--- src/rtl/game_pkg.sv ---
// Shared types and helpers for the two-player bulls-and-cows game controller.
package game_pkg;

    typedef enum logic [2:0] {
        SECRET_J1         = 3'd0,
        SECRET_J2         = 3'd1,
        GUESS_J1          = 3'd2,
        GUESS_J2          = 3'd3,
        DISPLAY_RESULT_J1 = 3'd4,
        DISPLAY_RESULT_J2 = 3'd5,
        WIN               = 3'd6,
        FIM               = 3'd7
    } state_t;

    localparam logic [3:0] BLANK_GLYPH         = 4'hF;
    localparam int         WINS_TO_END_DEFAULT = 4;

    // A code is usable only if every nibble is a decimal digit and no digit repeats.
    function automatic logic digitsValid(input logic [15:0] code);
        logic ok;
        ok = 1'b1;
        for (int i = 0; i < 4; i++) begin
            if (code[4*i +: 4] > 4'd9) ok = 1'b0;
            for (int j = i + 1; j < 4; j++) begin
                if (code[4*i +: 4] == code[4*j +: 4]) ok = 1'b0;
            end
        end
        return ok;
    endfunction

    function automatic logic [2:0] satInc3(input logic [2:0] count);
        return (count == 3'd7) ? count : count + 3'd1;
    endfunction

endpackage

--- src/rtl/bulls_cows_compare.sv ---
// Combinational scorer: bulls are exact position matches, cows are remaining
// guess digits found elsewhere in the secret, each secret digit used once.
module bulls_cows_compare
    import game_pkg::*;
(
    input  logic [15:0] guess_i,
    input  logic [15:0] secret_i,
    output logic [3:0]  bulls_o,
    output logic [3:0]  cows_o
);

    logic [3:0] isBull;
    logic [3:0] secretUsed;
    logic       matched;

    // Bull positions consume their secret digit before any cow search starts.
    always_comb begin
        bulls_o    = 4'd0;
        cows_o     = 4'd0;
        isBull     = 4'b0;
        secretUsed = 4'b0;
        matched    = 1'b0;
        for (int i = 0; i < 4; i++) begin
            if (guess_i[4*i +: 4] == secret_i[4*i +: 4]) begin
                isBull[i]     = 1'b1;
                secretUsed[i] = 1'b1;
                bulls_o       = bulls_o + 4'd1;
            end
        end
        for (int i = 0; i < 4; i++) begin
            matched = 1'b0;
            if (!isBull[i]) begin
                for (int j = 0; j < 4; j++) begin
                    if (!matched && !secretUsed[j] &&
                        (secret_i[4*j +: 4] == guess_i[4*i +: 4])) begin
                        secretUsed[j] = 1'b1;
                        matched       = 1'b1;
                        cows_o        = cows_o + 4'd1;
                    end
                end
            end
        end
    end

endmodule

--- src/rtl/game_controller.sv ---
// Round/turn sequencer for two-player bulls-and-cows with timed result holds.
// Optional DIGIT_CHECK_EN refuses codes with non-decimal or repeated digits.
module game_controller
    import game_pkg::*;
#(
    parameter int RESULT_CYCLES = 100_000_000,
    parameter int WINS_TO_END   = WINS_TO_END_DEFAULT
) (
    input  logic        clock,
    input  logic        reset,
    input  logic        enter,
    input  logic [15:0] digits,
    output state_t      current_state,
    output logic [3:0]  bulls,
    output logic [3:0]  cows,
    output logic        win_flag,
    output logic        winner,
    output logic [2:0]  wins_j1,
    output logic [2:0]  wins_j2,
    output logic        reject
);

    localparam int            TW         = $clog2(RESULT_CYCLES + 1);
    localparam logic [TW-1:0] TIMER_LAST = TW'(RESULT_CYCLES - 1);

    state_t        state_q;
    logic [15:0]   secretJ1_q;
    logic [15:0]   secretJ2_q;
    logic [3:0]    bulls_q;
    logic [3:0]    cows_q;
    logic          winFlag_q;
    logic          winner_q;
    logic [2:0]    winsJ1_q;
    logic [2:0]    winsJ2_q;
    logic [TW-1:0] timer_q;
    logic [TW-1:0] timer_d;

    logic          timerDone;
    logic          digitsOk;
    logic          entryState;
    logic          acceptEnter;
    logic [15:0]   secretSel;
    logic [3:0]    cmpBulls;
    logic [3:0]    cmpCows;
    logic [2:0]    winnerCount;

    // J1 guesses against J2's secret and vice versa; one shared scorer.
    assign secretSel = (state_q == GUESS_J1) ? secretJ2_q : secretJ1_q;

    bulls_cows_compare uCompare (
        .guess_i  (digits),
        .secret_i (secretSel),
        .bulls_o  (cmpBulls),
        .cows_o   (cmpCows)
    );

    always_comb begin
        timerDone   = (timer_q == TIMER_LAST);
        timer_d     = timerDone ? timer_q : timer_q + 1'b1;
        entryState  = state_q inside {SECRET_J1, SECRET_J2, GUESS_J1, GUESS_J2};
        acceptEnter = enter && entryState && digitsOk;
        winnerCount = winner_q ? winsJ2_q : winsJ1_q;
    end

`ifdef DIGIT_CHECK_EN
    logic reject_q;

    assign digitsOk = digitsValid(digits);

    always_ff @(posedge clock or posedge reset) begin
        if (reset) reject_q <= 1'b0;
        else       reject_q <= enter && entryState && !digitsOk;
    end

    assign reject = reject_q;
`else
    assign digitsOk = 1'b1;
    assign reject   = 1'b0;
`endif

    // Hold states run the timer from zero; every exit returns it to zero.
    always_ff @(posedge clock or posedge reset) begin
        if (reset) begin
            state_q    <= SECRET_J1;
            secretJ1_q <= 16'h0;
            secretJ2_q <= 16'h0;
            bulls_q    <= 4'd0;
            cows_q     <= 4'd0;
            winFlag_q  <= 1'b0;
            winner_q   <= 1'b0;
            winsJ1_q   <= 3'd0;
            winsJ2_q   <= 3'd0;
            timer_q    <= '0;
        end else begin
            case (state_q)
                SECRET_J1: if (acceptEnter) begin
                    secretJ1_q <= digits;
                    state_q    <= SECRET_J2;
                end
                SECRET_J2: if (acceptEnter) begin
                    secretJ2_q <= digits;
                    state_q    <= GUESS_J1;
                end
                GUESS_J1: if (acceptEnter) begin
                    bulls_q <= cmpBulls;
                    cows_q  <= cmpCows;
                    state_q <= DISPLAY_RESULT_J1;
                end
                GUESS_J2: if (acceptEnter) begin
                    bulls_q <= cmpBulls;
                    cows_q  <= cmpCows;
                    state_q <= DISPLAY_RESULT_J2;
                end
                DISPLAY_RESULT_J1: begin
                    if (timerDone) begin
                        timer_q <= '0;
                        if (bulls_q == 4'd4) begin
                            state_q   <= WIN;
                            winsJ1_q  <= satInc3(winsJ1_q);
                            winner_q  <= 1'b0;
                            winFlag_q <= 1'b1;
                        end else begin
                            state_q <= GUESS_J2;
                        end
                    end else begin
                        timer_q <= timer_d;
                    end
                end
                DISPLAY_RESULT_J2: begin
                    if (timerDone) begin
                        timer_q <= '0;
                        if (bulls_q == 4'd4) begin
                            state_q   <= WIN;
                            winsJ2_q  <= satInc3(winsJ2_q);
                            winner_q  <= 1'b1;
                            winFlag_q <= 1'b1;
                        end else begin
                            state_q <= GUESS_J1;
                        end
                    end else begin
                        timer_q <= timer_d;
                    end
                end
                WIN: begin
                    if (timerDone) begin
                        timer_q <= '0;
                        if (int'(winnerCount) == WINS_TO_END) begin
                            state_q <= FIM;
                        end else begin
                            state_q    <= SECRET_J1;
                            bulls_q    <= 4'd0;
                            cows_q     <= 4'd0;
                            secretJ1_q <= 16'h0;
                            secretJ2_q <= 16'h0;
                            winFlag_q  <= 1'b0;
                        end
                    end else begin
                        timer_q <= timer_d;
                    end
                end
                FIM: ;
                default: state_q <= SECRET_J1;
            endcase
        end
    end

    assign current_state = state_q;
    assign bulls         = bulls_q;
    assign cows          = cows_q;
    assign win_flag      = winFlag_q;
    assign winner        = winner_q;
    assign wins_j1       = winsJ1_q;
    assign wins_j2       = winsJ2_q;

endmodule
--- config.mk ---
export PLATFORM = sky130hd
export DESIGN_NAME = game_controller
export DESIGN_NICKNAME = d
export VERILOG_FILES = /design/src/rtl/game_pkg.sv /design/src/rtl/bulls_cows_compare.sv /design/src/rtl/game_controller.sv
export SDC_FILE = /design/constraint.sdc
export NUM_CORES = 1
export LEC_CHECK = 0
export ABC_CLOCK_PERIOD_IN_PS = 13300
export BUFFER_PORTS_ARGS = -buffer_cell sky130_fd_sc_hd__buf_2
export CORE_ASPECT_RATIO = 1.4
export CORE_MARGIN = 4
export CORE_UTILIZATION = 60
export CTS_BUF_LIST = sky130_fd_sc_hd__clkbuf_4 sky130_fd_sc_hd__clkbuf_8
export DETAILED_ROUTE_END_ITERATION = 10
export PLACE_DENSITY = 0.8
export SYNTH_ARGS = -nofsm -noshare
export SYNTH_HDL_FRONTEND = slang
export SYNTH_SLANG_ARGS = --single-unit
--- constraint.sdc ---
create_clock -name clock -period 13.3 [get_ports clock]
set_input_delay 2.66 -clock clock [delete_from_list [all_inputs] [get_ports clock]]
set_output_delay 2.66 -clock clock [all_outputs]
set_load 0.01 [all_outputs]
[Word-level counts from Yosys, hierarchy flattened]
Cells that the tools add are included.
Word-level totals
  input port bits: 19
  register bits after elaboration: 78
  output and inout port bits: 20
Cells by class
  multiplexer cells: 111
  bitwise logic cells: 2
  eq/ne operators: 44
  add/sub/neg operators: 21
  reduce and logical (&&, ||, !) cells: 76
Operator list (count)
  $mux 4: 41
  $eq 4x4->1: 20
  $add 4x1->4 const B: 17
  $mux 16: 4
  $pmux 16 s2: 2
  $mux 1: 47
  $mux 3: 11
  $logic_and 1x1->1: 29
  $logic_not 1->1: 28
  $add 27x1->27 const B: 1
  $eq 27x27->1 const B: 1
  $mux 27: 1
  $pmux 3 s7: 1
  $ne 2x2->1 const B: 10
  $reduce_and 4->1: 5
  $eq 3x3->1 const B: 6
  $pmux 4 s2: 2
  $reduce_and 5->1: 2
  $reduce_bool 2->1: 5
  $reduce_and 8->1: 1
  $reduce_bool 7->1: 1
  $add 3x1->3 const B: 2
  $eq 3x2->1 const B: 2
  $ne 2x1->1 const B: 3
  other kinds (9): 12

[Logic depth before layout (Yosys ltp)]
Gate-level depths: netlist (run 1).
  word-level depth: 82
  gate-level depth with buffers: 48
  gate-level depth less buffers: 45

[Hierarchy]
From an unflattened synthesis (run 1), not the netlist that was laid out.
Unflattened totals
  cells, all modules: 595
  area, all modules: 5788.1 µm²
Modules (own cells, without submodules)
  game_controller: times used 1, seq. area each 1951.9 µm², area an instance 3624.7 µm², cells an instance 314
  bulls_cows_compare: times used 1, seq. area each 0.0 µm², area an instance 2163.3 µm², cells an instance 281

[Worst setup path after synthesis (run 1)]
Ideal clock, no wire load.
  path type: in2reg
  from: in digits[5]
  to: reg cows_q[2] (netlist: cows[2])
  data required time: 13.213 ns
  arrival: 11.784 ns
  cell stages on the path: 46
  buffers on the path: 2
  path slack: 1.429 ns
  path through: clkbuf_1 -> nor2b_1 -> a2111oi_0 -> o21ai_0 -> a211o_1 -> inv_1 -> buf_2 -> nor2_1 -> inv_1 -> ha_1 -> o221ai_1 -> or4_1 -> a221o_2 -> or3b_2 -> nand2_1 -> nor2_1 -> ha_1 -> nand3_1 -> [... 10 more ...] -> o21ai_0 -> ha_1 -> a22o_1 -> a2111oi_0 -> mux2i_1 -> nand2_1 -> ha_1 -> nor2_1 -> a31oi_1 -> ha_1 -> mux2_4 -> ha_1 -> and2_1 -> a22o_1 -> or3_1 -> o21ai_0 -> a21oi_1 -> o211ai_1
On the way
  cells in the longest elaborated chain, start to end: 55
Ends and longest elaborated chain
  start, declared: line game_controller.sv:12  | input logic [15:0] digits,
  parallel branches: the longest is 52 deep, another holds $add 4x1->4
  $mux 4 *: line bulls_cows_compare.sv:32  | if (!isBull[i]) begin
  $mux 4 *: line game_controller.sv:104, game_controller.sv:109
  $pmux 4 s2 *: line game_controller.sv:95  | case (state_q)
  end signal, assigned: line game_controller.sv:106  | cows_q <= cmpCows;
  end signal, assigned: line game_controller.sv:111  | cows_q <= cmpCows;
  end, declared: line game_controller.sv:30  | logic [3:0] cows_q;
Every way passes the cells marked *. The select of a mux whose other input is x is not followed.
A chain may end at the register's enable or synchronous reset.

[Final worst setup path (run 1)]
  from: in digits[7]
  to: reg cows_q[2] (netlist: cows[2])
Same word-level chain as after synthesis.

==> metrics.log, run 1 <==
[metrics] kind of path behind the tightest hold check: register to register
[metrics] post_cts resized: 0
[metrics] worst reg2reg setup slack: 1.80 ns
[metrics] Worst Path Class, Setup: input pin to register
[metrics] wire length after detailed routing: 16990 um
[metrics] number of distinct library cells after synthesis: 74
[metrics] Post-route DRC: 0
[metrics] via count of the first global-routing pass: 5694
[metrics] area of the multi-input gates: 3894 um^2
[metrics] CTS Buf Count: 9
[metrics] first-pass GRT wire length: 28110 um
[metrics] leakage power summed over all cells: 2.890 nW
[metrics] commonest cells after routing, fill and taps aside: sky130_fd_sc_hd__dfrtp_1, sky130_fd_sc_hd__nand2_1, sky130_fd_sc_hd__xnor2_1
[metrics] iteration-0 DRC count of the detailed router: 502
[metrics] post-synthesis register bit count: 78
[metrics] quantity of I/O buffers inserted on ports: 37
[metrics] Yosys warning count: 0
[metrics] worst supply voltage drop on vdd: 39.28 uV
[metrics] insertion delay to the later sink of the worst-skew pair: 0.36 ns
[metrics] final-layout fill cell count: 826
[metrics] maximum level of the CTS H-tree: 3
[metrics] Setup Fix Bufs, Post-CTS: 0
[metrics] Chip Width: 93.51 um
[metrics] commonest register cell after synthesis: sky130_fd_sc_hd__dfrtp_1
[metrics] final max-slew violation count: 0
[metrics] die height: 127.7 um
[metrics] outcome: finished clean
[metrics] number of diodes: 0
[metrics] clock root buffer: sky130_fd_sc_hd__clkbuf_8
[metrics] number of enable-type register cells in the synthesized netlist: 0
[metrics] CP max stage delay: 0.53 ns
[metrics] number of antenna violations at the first check in global routing: 0
[metrics] clock tree skew after final layout: 0.01313 ns
[metrics] Syn Nets: 737
[metrics] Peak Freq: 79.64 MHz
[metrics] area of the mapped netlist: 6142 um^2
[metrics] Power Density: 83.26 nW/um^2
[metrics] total vias in the final route: 5684
[metrics] Cell Area, Placed: 6376 um^2
[metrics] TritonCTS clock tree: built
[metrics] min Tclk post-route: 12.56 ns
[metrics] IO Count: 39
[metrics] final cell area excluding filler cells: 6575 um^2
[metrics] row cnt: 43
[metrics] setup violation total in the final timing report: 0
[metrics] aggregate global-route resource usage: 29.53%
[metrics] # nets final: 751
[metrics] starting density of the core: 61.71%
[metrics] fin util: 66.06%
[metrics] commonest non-fill, non-tap cell in the layout: sky130_fd_sc_hd__dfrtp_1
[metrics] share of cells above drive strength 1: 11.56%
[metrics] maximum number of pins on one net before global-route repair: 79
[metrics] final worst setup slack: 0.7432 ns
[metrics] number of buffer and inverter stages on the critical path: 4
[metrics] drt wl/cell: 19.92 um
[metrics] number of clock sinks: 78
[metrics] final worst-path cycle share: 94.41%
[metrics] crit path launch type: input pin
[metrics] clock slew seen by the registers of the worst setup and hold paths: 0.09 ns
[metrics] Slowest cell on crit path: sky130_fd_sc_hd__a2111oi_0
[metrics] share of async-settable or async-resettable flops after synthesis: 100.0%
[metrics] actual slew at the worst max-slew pin: 1.166 ns
[metrics] RSZ-0062 raised after global routing: false
[metrics] area added between synthesis and finish: 7.048%
[metrics] number of antenna-violating nets in the routed design: 0
[metrics] total power of the final layout: 0.5474 mW
[metrics] number of cells in the design after placement: 837
[metrics] share of the yosys chip area belonging to registers: 31.78%
[metrics] drt via density: 6.664
[metrics] total congestion overflow: 0
[metrics] Sequential cell area: 1952 um^2
[metrics] Total Negative Setup Slacks: 0 ns
[metrics] fin cells: 853
[metrics] cell class contributing the biggest share of worst-path delay: compound AO/OA/AOI/OAI gates
[metrics] worst-case clock buffer depth: 2
[metrics] Syn Inst Count: 699
[metrics] number of failing hold endpoints at the final stage: 0
[metrics] placeable core area: 9953 um^2
[metrics] area of the die: 11940 um^2
[metrics] worst slack on hold paths: 0.4779 ns
[metrics] worst path required time: 13.56 ns
[metrics] Max-cap violations: 0
[metrics] worst-path fanout max: 13
[metrics] nature of the critical path endpoint: register
[metrics] number of buffers inserted by hold repair at cts: 0
[metrics] CP dominant cell by count: sky130_fd_sc_hd__ha_1
[metrics] post-placement worst setup slack: 0.5413 ns
[metrics] data arrival time of the critical path: 12.82 ns
[metrics] slew margin rel.: 21.95%
[metrics] number of detailed-route iterations in the first pass: 8
[metrics] Avg Cell Area, Syn: 8.787 um^2
[metrics] DP Wirelength: 12300 um
[metrics] routability congestion estimate from global placement: 0.9193
sequential cells by signal, summed over array words and instances (netlist names):
| name | cells |
|---|---|
| cows | 4 |
| timer_q | 27 |
| win_flag | 1 |
| winner | 1 |
| wins_j2 | 3 |
| secretJ1_q | 16 |
| current_state | 3 |
| bulls | 4 |
| wins_j1 | 3 |
| secretJ2_q | 16 |
final timing paths:
| check | from | cells past startpoint | to |
|---|---|---|---|
| worst max-delay path | digits[7] | 45 | cows[2]$_DFFE_PP0P_ |
| worst min-delay path | win_flag$_DFFE_PP0P_ | 1 | win_flag$_DFFE_PP0P_ |
| worst max register to register | current_state[1]$_DFFE_PP0P_ | 46 | cows[2]$_DFFE_PP0P_ |
| worst min register to register | win_flag$_DFFE_PP0P_ | 1 | win_flag$_DFFE_PP0P_ |
| max in group asynchronous | reset | 3 | cows[2]$_DFFE_PP0P_ |
| min in group asynchronous | reset | 3 | secretJ2_q[13]$_DFFE_PP0P_ |
cells in the mapped netlist (all sizes together), types with 4 or more instances:
cell      n  area [um^2]
nor2b    17        106.4
and2     11        68.82
mux2i    18        180.2
xor2     28        245.2
nand2b   10        62.56
dfrtp    78         1952
mux2      7        82.57
and3      9        56.30
ha       19        237.7
a211o     7        61.31
buf      11        75.07
a22o     40        350.3
inv      31        116.4
a2111oi   5        62.56
nand3    22        110.1
a31oi     7        43.79
a22oi     9        67.56
o221ai   10        87.58
and4      4        35.03
o211ai    8        60.06
nor2     52        211.5
a222oi    4        40.04
nor4      7        43.79
o21ai    28        140.1
nand2    57        214.0
nor3     16        91.34
xnor2    54        473.0
a21o      5        37.54
clkbuf   31        116.4
nand4    21        131.4
a21oi    16        80.08
report_power, final:
group          total [mW]  switching [mW]  internal (mW)
clock network       0.183          0.0929         0.0898
registers           0.245         0.00515          0.240
logic               0.120          0.0723         0.0477
total               0.547           0.170          0.377
cell families (layout without fill, tap and decap cells):
family | after synthesis | count (layout) | share of synthesized area [%]
xor gates and xnor gates | 83 | 83 | 12.06
AOI/OAI and AO/OA | 176 | 176 | 22.25
DFF | 78 | 78 | 31.78
muxes | 25 | 25 | 4.278
buffers and inverters | 73 | 92 | 5.011
other | 1 | 1 | 0.06105
adders and majority gates | 19 | 19 | 3.870
and+or+nand+nor | 244 | 244 | 20.70
final cells by class:
type                    instances  share of cell area, %
well taps                     135                  2.569
flip-flops and latches         78                  29.69
clock inverters                 6                  1.028
repair buffers                 45                  3.730
inverters                      31                  1.770
multi-input cells             548                  59.22
clock buffers                  10                  1.998
metal layers:
layer	up-vias	GRT usage [%]	part of all wire (%)
met5	-	0	0
met3	70	4.932	5.3
met2	232	53.12	52
met4	0	13.98	4.0
li1	2598	-	-
met1	2784	33.56	39
Power figures use the tool's default switching activity.
==> inputs of run 2 (changes only) <==
--- a/config.mk
+++ b/config.mk
@@ -7,11 +7,13 @@
 export LEC_CHECK = 0
 export ABC_CLOCK_PERIOD_IN_PS = 13300
 export BUFFER_PORTS_ARGS = -buffer_cell sky130_fd_sc_hd__buf_2
+export CAP_MARGIN = 20
 export CORE_ASPECT_RATIO = 1.4
 export CORE_MARGIN = 4
 export CORE_UTILIZATION = 60
 export CTS_BUF_LIST = sky130_fd_sc_hd__clkbuf_4 sky130_fd_sc_hd__clkbuf_8
 export DETAILED_ROUTE_END_ITERATION = 10
+export HOLD_SLACK_MARGIN = 0.08
 export PLACE_DENSITY = 0.8
 export SYNTH_ARGS = -nofsm -noshare
 export SYNTH_HDL_FRONTEND = slang
==> constraint.sdc (replaced) <==
create_clock -name clock -period 13.3 [get_ports clock]
set_input_delay 1.33 -clock clock [delete_from_list [all_inputs] [get_ports clock]]
set_output_delay 1.33 -clock clock [all_outputs]
set_load 0.01 [all_outputs]
==> run 2 against run 1 <==
Net effect: via count up 0.30%; combinational power about the same; utilization up 0.13 points; worst hold slack better by 0.016 ns; die area unchanged; register-to-register slack worse by 0.06 ns; critical path type unchanged; critical endpoint unchanged.
==> metrics.log, run 2 (synthesis results as in run 1) <==
[metrics] quantity of I/O buffers inserted on ports: 37 (unchanged)
[metrics] kind of path behind the tightest hold check: register to register
[metrics] die height: 127.7 um (unchanged)
[metrics] launch point of the worst reg-to-reg path: current_state[1]$_DFFE_PP0P_
[metrics] worst-path fanout max: 14 (+1)
[metrics] area added between synthesis and finish: 7.252%
[metrics] crit path launch type: input pin
[metrics] Cell Area, Placed: 6369 um^2 (-0.12%)
[metrics] number of diodes: 0 (unchanged)
[metrics] number of antenna violations at the first check in global routing: 0 (unchanged)
[metrics] Worst Hold End: win_flag$_DFFE_PP0P_
[metrics] Comb pwr share: 21.5% (-0.4 points)
[metrics] number of antenna-violating nets in the routed design: 0 (unchanged)
[metrics] cell class contributing the biggest share of worst-path delay: compound AO/OA/AOI/OAI gates
[metrics] met3 wire length: 1015 um (+13%)
[metrics] iteration-0 DRC count of the detailed router: 392 (-22%)
[metrics] first-pass GRT wire length: 28000 um (-0.39%)
[metrics] CP dominant cell by count: sky130_fd_sc_hd__ha_1
[metrics] Power Density: 83.93 nW/um^2 (+0.81%)
[metrics] Worst Path Class, Setup: input pin to register
[metrics] largest reg by FF count: timer_q
[metrics] final-layout fill cell count: 841 (+1.8%)
[metrics] Chip Width: 93.51 um (unchanged)
[metrics] RSZ-0062 raised after global routing: false
[metrics] drt via density: 6.683 (+0.30%)
[metrics] final cell area excluding filler cells: 6588 um^2 (+0.19%)
[metrics] Peak Freq: 86.34 MHz (+8.4%)
[metrics] number of cells in the design after placement: 836 (-0.12%)
[metrics] clock tree skew after final layout: 0.008108 ns (-0.005022 ns)
[metrics] wire length after detailed routing: 17080 um (+0.54%)
[metrics] instance count along the most critical hold path: 1 (unchanged)
[metrics] clock share of power: 34.2% (+0.8 points)
[metrics] drt wl/cell: 20.02 um (+0.54%)
[metrics] met1 layer wirelength in the final routing: 6622 um (about the same)
[metrics] data arrival time of the critical path: 11.86 ns (-0.96 ns)
[metrics] maximum number of pins on one net before global-route repair: 79 (unchanged)
[metrics] register share of total power: 44.3% (-0.4 points)
[metrics] Post-route DRC: 0 (unchanged)
[metrics] starting density of the core: 61.71% (unchanged)
[metrics] internal power: 0.3838 mW (+1.8%)
[metrics] Max-cap violations: 0 (unchanged)
[metrics] via count of the first global-routing pass: 5826 (+2.3%)
[metrics] outcome: finished clean
[metrics] number of clock sinks: 78 (unchanged)
[metrics] Setup Fix Bufs, Post-CTS: 0 (unchanged)
[metrics] clock root buffer: sky130_fd_sc_hd__clkbuf_8
[metrics] worst-case clock buffer depth: 2 (unchanged)
[metrics] routability congestion estimate from global placement: 0.9774 (+6.3%)
[metrics] maximum level of the CTS H-tree: 3 (unchanged)
[metrics] number of buffer and inverter stages on the critical path: 4 (unchanged)
[metrics] Total Negative Setup Slacks: 0 ns (unchanged)
[metrics] worst supply voltage drop on vdd: 59.42 uV (+51%)
[metrics] commonest cells after routing, fill and taps aside: sky130_fd_sc_hd__dfrtp_1, sky130_fd_sc_hd__nand2_1, sky130_fd_sc_hd__xnor2_1
[metrics] slew margin rel.: 32.89% (+11 points)
[metrics] nature of the critical path endpoint: register
[metrics] aggregate global-route resource usage: 29.45% (-0.080 points)
[metrics] placeable core area: 9953 um^2 (unchanged)
[metrics] IO Count: 39 (unchanged)
[metrics] worst path required time: 13.58 ns (+0.02 ns)
[metrics] Hold Crit Start: win_flag$_DFFE_PP0P_
[metrics] leakage power summed over all cells: 2.900 nW (+0.34%)
[metrics] switching power total: 0.1690 mW (-0.78%)
[metrics] total congestion overflow: 0 (unchanged)
[metrics] number of buffers inserted by hold repair at cts: 0 (unchanged)
[metrics] met2 routed wirelength: 8685 um (-1.2%)
[metrics] R2R depth: 46 (unchanged)
[metrics] commonest non-fill, non-tap cell in the layout: sky130_fd_sc_hd__dfrtp_1
[metrics] clock slew seen by the registers of the worst setup and hold paths: 0.09 ns (about the same)
[metrics] # nets final: 751 (unchanged)
[metrics] row cnt: 43 (unchanged)
[metrics] final max-slew violation count: 0 (unchanged)
[metrics] number of detailed-route iterations in the first pass: 7 (-1)
[metrics] topmost layer with routed signal wires: met4
[metrics] largest registers: timer_q x27, secretJ1_q x16, secretJ2_q x16
[metrics] total vias in the final route: 5701 (+0.30%)
[metrics] CP max stage delay: 0.55 ns (+0.02 ns)
[metrics] CTS Buf Count: 9 (unchanged)
[metrics] Slowest cell on crit path: sky130_fd_sc_hd__a2111oi_0
[metrics] final worst-path cycle share: 87.08% (-7.3 points)
[metrics] actual slew at the worst max-slew pin: 0.9975 ns (-0.1689 ns)
[metrics] setup violation total in the final timing report: 0 (unchanged)
[metrics] flip-flop count of the largest register after layout: 27 (unchanged)
[metrics] number of failing hold endpoints at the final stage: 0 (unchanged)
[metrics] share of cells above drive strength 1: 11.56% (unchanged)
[metrics] Sw Ratio: 30.57% (-0.55 points)
[metrics] insertion delay to the later sink of the worst-skew pair: 0.36 ns (about the same)
[metrics] worst reg2reg setup slack: 1.74 ns (-0.06 ns)
[metrics] TritonCTS clock tree: built
[metrics] DP Wirelength: 12270 um (-0.25%)
[metrics] post_cts resized: 0 (unchanged)
[metrics] worst reg2reg path endpoint: cows[2]$_DFFE_PP0P_
[metrics] area of the die: 11940 um^2 (unchanged)
[metrics] fin cells: 853 (unchanged)
[metrics] min Tclk post-route: 11.58 ns (-0.9748 ns)
run 2: cell types whose count changed in the layout (fill, tap and decap cells not counted), sizes merged:
cell / previous run / this run
clkinv: 1 / 2
clkbuf: 10 / 11
inv: 33 / 32
clkinvlp: 2 / 1
run 2: per-stage QoR:
step	worst slack, ns	total power [mW]	util, %	hold slack [ns]
after floorplan	2.759	0.3394	-	0.4596
after global placement	1.985	0.3611	63.98	0.4590
after detailed placement	1.604	0.3657	63.98	0.4713
final	1.718	0.5529	66.18	0.4935
after global routing	0.9221	0.5799	66.18	0.5167
after CTS	1.950	0.5547	66.07	0.4926
run 2: power by group through the flow:
stage	Clock, mW	Combinational (mW)	Sequential [mW]
final	0.189	0.119	0.245
after global routing	0.204	0.131	0.245
after CTS	0.193	0.117	0.244
after detailed placement	0	0.117	0.249
after global placement	0	0.112	0.249
after floorplan	0	0.0922	0.247
run 2: how the worst max path moves through the flow:
stage                               end                    startpoint  cells past startpoint
floorplan           cows[2]$_DFFE_PP0P_                     digits[5]                     46
global placement    cows[2]$_DFFE_PP0P_                     digits[7]                     45
detailed placement  cows[2]$_DFFE_PP0P_                     digits[7]                     45
CTS                 cows[2]$_DFFE_PP0P_  current_state[1]$_DFFE_PP0P_                     46
global route        cows[2]$_DFFE_PP0P_  current_state[1]$_DFFE_PP0P_                     46
finish              cows[2]$_DFFE_PP0P_                     digits[7]                     45
run 2: cell type report:
cell class	instances	area, um^2	share of cell area [%]
Multi-Input combinational cell	548	3894	59.11
Tap cell	135	168.9	2.564
Sequential cell	78	1952	29.63
Inverter	31	116.4	1.766
Clock buffer	11	151.4	2.298
Timing Repair Buffer	45	249.0	3.780
Clock inverter	5	56.30	0.8547
run 2: worst register-to-register path: cells and delay by family, from the launching register on:
family | cells | cell delay [ns]
buf+inv | 3 | 0.86
xor+xnor | 1 | 0.27
flops | 1 | 0.66
mux | 3 | 0.98
compound gates | 16 | 3.64
fa+ha+maj | 7 | 1.79
simple gates | 16 | 3.28
run 2: layer usage:
metal | vias up | global-route usage (%)
met5 | - | 0
met4 | 0 | 15.53
met3 | 66 | 5.344
met2 | 263 | 52.40
met1 | 2789 | 33.01
li1 | 2583 | -
